$ cat src/rtl/serial_rx_pkg.sv
// Shared types and sizing for the serial_rx_8 deserializer.
// The parity option is selected by the SERIAL_RX_PARITY_EN macro in serial_rx_8.
package serial_rx_pkg;

  localparam int unsigned W_DEF     = 8;
  localparam int unsigned CNT_W_DEF = $clog2(W_DEF + 1);

  typedef enum logic [1:0] {
    SHIFT = 2'd0,
    PAR   = 2'd1,
    HOLD  = 2'd2
  } state_e;

  // Bit-counter width for a W-bit word.
  function automatic int unsigned cnt_width(input int unsigned w);
    return $clog2(w + 1);
  endfunction

endpackage

$ cat src/rtl/serial_rx_shreg.sv
// W-bit shift register: new bits enter at the MSB, so the first bit
// received ends up in bit 0. Synchronous clear has priority over shifting.
module serial_rx_shreg
  import serial_rx_pkg::*;
#(
  parameter int unsigned W = W_DEF
) (
  input  logic         Clk,
  input  logic         i_clr,
  input  logic         i_en,
  input  logic         i_bit,
  output logic [W-1:0] o_sr
);

  logic [W-1:0] r_sr;

  always_ff @(posedge Clk) begin
    if (i_clr) begin
      r_sr <= '0;
    end else if (i_en) begin
      r_sr <= {i_bit, r_sr[W-1:1]};
    end
  end

  assign o_sr = r_sr;

endmodule

$ cat src/rtl/serial_rx_8.sv
// Serial-to-parallel receiver, LSB first, with a two-word buffer (output register + sr).
// Define SERIAL_RX_PARITY_EN to append and check an even-parity bit per word.
module serial_rx_8
  import serial_rx_pkg::*;
#(
  parameter int unsigned W = W_DEF
) (
  input  logic         Clk,
  input  logic         Reset,
  input  logic         Shift_In,
  input  logic         Shift_Valid,
  output logic         Shift_Ready,
  output logic [W-1:0] Data_Out,
  output logic         Data_Valid,
  input  logic         Data_Ready,
  output logic         Parity_Err
);

  localparam int unsigned CW = cnt_width(W);

  state_e       r_state;
  state_e       w_state_nx;
  logic [CW-1:0] r_cnt;
  logic [CW-1:0] w_cnt_nx;
  logic [W-1:0] r_dout;
  logic [W-1:0] w_dout_nx;
  logic         r_valid;
  logic         w_valid_nx;

  logic [W-1:0] w_sr;
  logic [W-1:0] w_done_word;
  logic         w_shift_en;
  logic         w_accept;
  logic         w_out_free;
  logic         w_done;

`ifdef SERIAL_RX_PARITY_EN
  logic r_par;
  logic w_par_nx;
  logic r_perr;
  logic w_perr_nx;
  logic r_herr;
  logic w_herr_nx;
  logic w_done_err;
`endif

  serial_rx_shreg #(.W(W)) u_shreg (
    .Clk   (Clk),
    .i_clr (Reset),
    .i_en  (w_shift_en),
    .i_bit (Shift_In),
    .o_sr  (w_sr)
  );

  assign Shift_Ready = ~Reset & (r_state != HOLD);
  assign w_accept    = Shift_Valid & Shift_Ready;
  assign w_out_free  = ~r_valid | Data_Ready;

  // With parity the word is already complete in sr; otherwise it includes this edge's bit.
`ifdef SERIAL_RX_PARITY_EN
  assign w_done_word = w_sr;
`else
  assign w_done_word = {Shift_In, w_sr[W-1:1]};
`endif

  always_ff @(posedge Clk) begin
    if (Reset) begin
      r_state <= SHIFT;
      r_cnt   <= '0;
      r_dout  <= '0;
      r_valid <= 1'b0;
`ifdef SERIAL_RX_PARITY_EN
      r_par   <= 1'b0;
      r_perr  <= 1'b0;
      r_herr  <= 1'b0;
`endif
    end else begin
      r_state <= w_state_nx;
      r_cnt   <= w_cnt_nx;
      r_dout  <= w_dout_nx;
      r_valid <= w_valid_nx;
`ifdef SERIAL_RX_PARITY_EN
      r_par   <= w_par_nx;
      r_perr  <= w_perr_nx;
      r_herr  <= w_herr_nx;
`endif
    end
  end

  always_comb begin
    w_state_nx = r_state;
    w_cnt_nx   = r_cnt;
    w_dout_nx  = r_dout;
    w_valid_nx = r_valid & ~Data_Ready;
    w_shift_en = 1'b0;
    w_done     = 1'b0;
`ifdef SERIAL_RX_PARITY_EN
    w_par_nx   = r_par;
    w_perr_nx  = r_perr;
    w_herr_nx  = r_herr;
    w_done_err = 1'b0;
`endif

    case (r_state)
      SHIFT: begin
        if (w_accept) begin
          w_shift_en = 1'b1;
`ifdef SERIAL_RX_PARITY_EN
          w_par_nx = r_par ^ Shift_In;
`endif
          if (r_cnt == CW'(W - 1)) begin
            w_cnt_nx = '0;
`ifdef SERIAL_RX_PARITY_EN
            w_state_nx = PAR;
`else
            w_done = 1'b1;
`endif
          end else begin
            w_cnt_nx = r_cnt + CW'(1);
          end
        end
      end
`ifdef SERIAL_RX_PARITY_EN
      PAR: begin
        if (w_accept) begin
          w_done     = 1'b1;
          w_done_err = r_par ^ Shift_In;
          w_par_nx   = 1'b0;
        end
      end
`endif
      HOLD: begin
        if (Data_Ready) begin
          w_dout_nx  = w_sr;
          w_valid_nx = 1'b1;
`ifdef SERIAL_RX_PARITY_EN
          w_perr_nx  = r_herr;
`endif
          w_state_nx = SHIFT;
        end
      end
      default: w_state_nx = SHIFT;
    endcase

    // Word completion: load the output register if free, otherwise park in sr.
    if (w_done) begin
      if (w_out_free) begin
        w_dout_nx  = w_done_word;
        w_valid_nx = 1'b1;
`ifdef SERIAL_RX_PARITY_EN
        w_perr_nx  = w_done_err;
`endif
        w_state_nx = SHIFT;
      end else begin
`ifdef SERIAL_RX_PARITY_EN
        w_herr_nx  = w_done_err;
`endif
        w_state_nx = HOLD;
      end
    end
  end

  assign Data_Out   = r_dout;
  assign Data_Valid = r_valid;
`ifdef SERIAL_RX_PARITY_EN
  assign Parity_Err = r_perr;
`else
  assign Parity_Err = 1'b0;
`endif

endmodule

$ cat config.mk
export PLATFORM = sky130hd
export DESIGN_NAME = serial_rx_8
export DESIGN_NICKNAME = d
export VERILOG_FILES = /design/src/rtl/serial_rx_pkg.sv /design/src/rtl/serial_rx_shreg.sv /design/src/rtl/serial_rx_8.sv
export SDC_FILE = /design/constraint.sdc
export NUM_CORES = 1
export LEC_CHECK = 0
export CORE_MARGIN = 2
export CORE_UTILIZATION = 46
export CTS_CLUSTER_DIAMETER = 120
export DETAILED_ROUTE_END_ITERATION = 12
export PLACE_DENSITY = 0.79
export SLEW_MARGIN = 0
export SYNTH_ARGS = -nofsm -noshare
export SYNTH_HDL_FRONTEND = slang
export SYNTH_SLANG_ARGS = --single-unit
export TNS_END_PERCENT = 10
$ cat constraint.sdc
create_clock -name Clk -period 1.55 [get_ports Clk]
set_input_delay 0.2325 -clock Clk [delete_from_list [all_inputs] [get_ports Clk]]
set_output_delay 0.2325 -clock Clk [all_outputs]
set_load 0.005 [all_outputs]
==> impl_metrics.ini <==
[run_status]
status = completed

[final_layout]
final_nets = 143
final_cells = 162
diodes = 0
areaGrowthSynthToFinish_pct = 28.6
drive_gt1_share_pct = 17.0

[logic_synthesis]
syn_inst = 116
synth-xor-area-share_pct = 0
synth.most_common_cell = nand2_1
ys_top_cells_by_count = 29 x nand2_1, 22 x dfxtp_1, 10 x nand3_1, 10 x nand3b_1
synth-seq-cells = 22
synth_nets = 122
synth_top_area_share_pct = 46.0
yosys_warnings = 0
synth-compound-area-share_pct = 11.2
synthArstFlopShare_pct = 0
synth_fa_ha_area_share_pct = 1.31
synth_top_family_by_area = simple AND/OR/NAND/NOR gates
yosys.cell_types.count = 23
syn_area_um2 = 958
muxShareOfSynthArea_pct = 0
synthSimpleGateAreaFrac_pct = 36.8
synth_edf_count = 0
synth-seq-area-share_pct = 46.0
synth_area_per_cell_um2 = 8.26
ys.flop_type = dfxtp_1
synthTopCellsByArea = dfxtp_1 46%, nand2_1 11%, nand3b_1 7.8%, a311oi_1 7.3%, nand3_1 5.2%
synth_top_area_cell = dfxtp_1

[clocking]
insertion_delay_ns = 0.30
cts-htree-levels = 1
clkTransAtPathRegs_ns = 0.11
hold_buffers = 0
numCtsBuffers = 3
cts_tree = built
cts_buffer_depth = 2
post_cts_buffers = 0
cts-root-buf = clkbuf_4
clock-sinks = 22

[global_routing]
grt_pass1_vias = 799
globalRouteTotalUtil_pct = 19.4
overflow = 0
grt_max_degree = 15
antenna_found_initial = 0
grt_pass1_wl_mm = 3.67

[timing]
period_minus_slack_ns = 1.49
timing.fmax_mhz = 669
hold_viol = 0
maxSlewViolCount = 0
worst_slack_ns = 0.0558
fin_skew_ns = 0.00304
period_share_pct = 96.4
setup_violations = 0
hold_slack_ns = 0.338
tns_ns = 0

[detailed_routing]
drc = 0
viasPerCell = 5.85
postRouteAntennaNets = 0
drtIter0Drc = 27
drtPass1Iterations = 5
avgRoutedWirePerCell_um = 14.6
vias = 948
wl_mm = 2.37

[hold_path]
min_to = r_state[1]$_SDFFE_PP0P_
whs_path_depth = 3
hold_path.class = primary input to flip-flop
min_from = Shift_Valid

[pwr]
power_uw = 913
sw_frac_of_total_pct = 23.2
pwr-share-comb_pct = 8.4
seqPwrFrac_pct = 63.9
power.switching_uw = 211
p_leak_nw = 0.448
cellInternalPower_uw = 701
clock_power_share_pct = 27.7
irDropWorstVdd_uv = 435
power_density_nw_per_um2 = 740

[critical_path]
critPathLaunchType = flip-flop
cp.arrival_ns = 1.74
r2r_cells = 4
crit_path_end_kind = flip-flop
path_class = flip-flop to flip-flop
rrSetupSlack_ns = 0.06
path_max_fanout = 5
reg2reg_from = r_cnt[0]$_SDFFE_PP0P_
r2r-end = r_cnt[3]$_SDFFE_PP0P_
cp.required_ns = 1.79

[floorplan]
core_um2 = 1960
rows = 16
start_util_pct = 48.9
die_w_um = 49.6
die_height_um = 49.6
dieArea_um2 = 2460
pin_count = 16

[place]
port-buffer-count = 14
place_congestion = 0.808
dp.cells = 159
place_ws_ns = -0.309
dpl.hpwl_mm = 1.59

[job]
cap_violations = 0
## flip-flops by register name (all words and copies together) (netlist names)
signal        flops
u_shreg.o_sr      8
r_state           1
Data_Valid        1
Data_Out          8
r_cnt             4
## worst max-delay path: stages (launching register included)
cell and delay, ns:
dfxtp_2 0.35, ha_2 0.19, and3b_2 0.24, or4_1 0.49
a21oi_2 0.15
## how the worst max path moves through the flow
stage | from | endpoint | slack (ns) | cells past startpoint
global placement | Shift_Valid | r_cnt[3]$_SDFFE_PP0P_ | -0.25 | 4
finish | r_cnt[0]$_SDFFE_PP0P_ | r_cnt[3]$_SDFFE_PP0P_ | 0.06 | 4
CTS | Shift_Valid | r_cnt[3]$_SDFFE_PP0P_ | 0.0002 | 4
floorplan | r_state[1]$_SDFFE_PP0P_ | r_cnt[3]$_SDFFE_PP0P_ | 0.17 | 3
detailed placement | Shift_Valid | r_cnt[3]$_SDFFE_PP0P_ | -0.31 | 4
global route | r_cnt[0]$_SDFFE_PP0P_ | r_cnt[3]$_SDFFE_PP0P_ | -0.0009 | 4
## kinds of logic after synthesis
| logic type | Yosys count |
|---|---|
| simple gates | 67 |
| flops | 22 |
| compound gates | 15 |
| buf+inv | 10 |
| fa+ha+maj | 1 |
| other cells | 1 |
## stage by stage
| stage | util [%] | cell area (µm²) |
|---|---|---|
| after floorplan | - | 958 |
| after global placement | 60.0 | 1180 |
| after detailed placement | 60.0 | 1180 |
| after CTS | 61.2 | 1200 |
| after global routing | 62.8 | 1230 |
| final | 62.8 | 1230 |
## layout by cell type, fill, tap and decap left out, drive strengths merged, types with 2 or more instances in the layout
master / synthesis / routed
clkdlybuf4s50: 0 / 11
nand3: 10 / 10
dlygate4sd2: 0 / 2
a31oi: 2 / 2
a311oi: 8 / 8
buf: 1 / 11
dfxtp: 22 / 22
or3: 2 / 2
nand2: 29 / 29
o21ai: 2 / 2
clkbuf: 8 / 3
a21oi: 3 / 3
nand3b: 10 / 10
nor4: 8 / 8
## per-layer routing
layer | up-vias | routed length (µm) | GRT usage (%)
met5 | - | 0 | 0
met4 | 0 | 28 | 6.94
met3 | 6 | 114 | 3.64
met2 | 37 | 1170 | 33.3
met1 | 446 | 1060 | 24.1
li1 | 459 | - | -
## layout make-up
cell class	instances	area [µm²]
fillers	183	729
multi-input cells	84	504
flip-flops and latches	22	442
repair buffers	25	226
well taps	27	33.8
clock buffers	3	22.5
inverters	1	3.75
## power by group through the flow
| stage | registers [mW] | logic, mW | clock network, mW |
|---|---|---|---|
| global placement | 0.594 | 0.0719 | 0 |
| finish | 0.583 | 0.0769 | 0.253 |
| detailed placement | 0.595 | 0.0738 | 0 |
| floorplan | 0.592 | 0.0393 | 0 |
| global route | 0.584 | 0.0825 | 0.285 |
| CTS | 0.582 | 0.0736 | 0.265 |
## repair_timing
action / 4_1_cts / 5_1_grt
pin swaps: 0 / 1
setup endpoints to repair: 2 / 9
gates resized for setup: 3 / 9
Power figures use the tool's default switching activity.
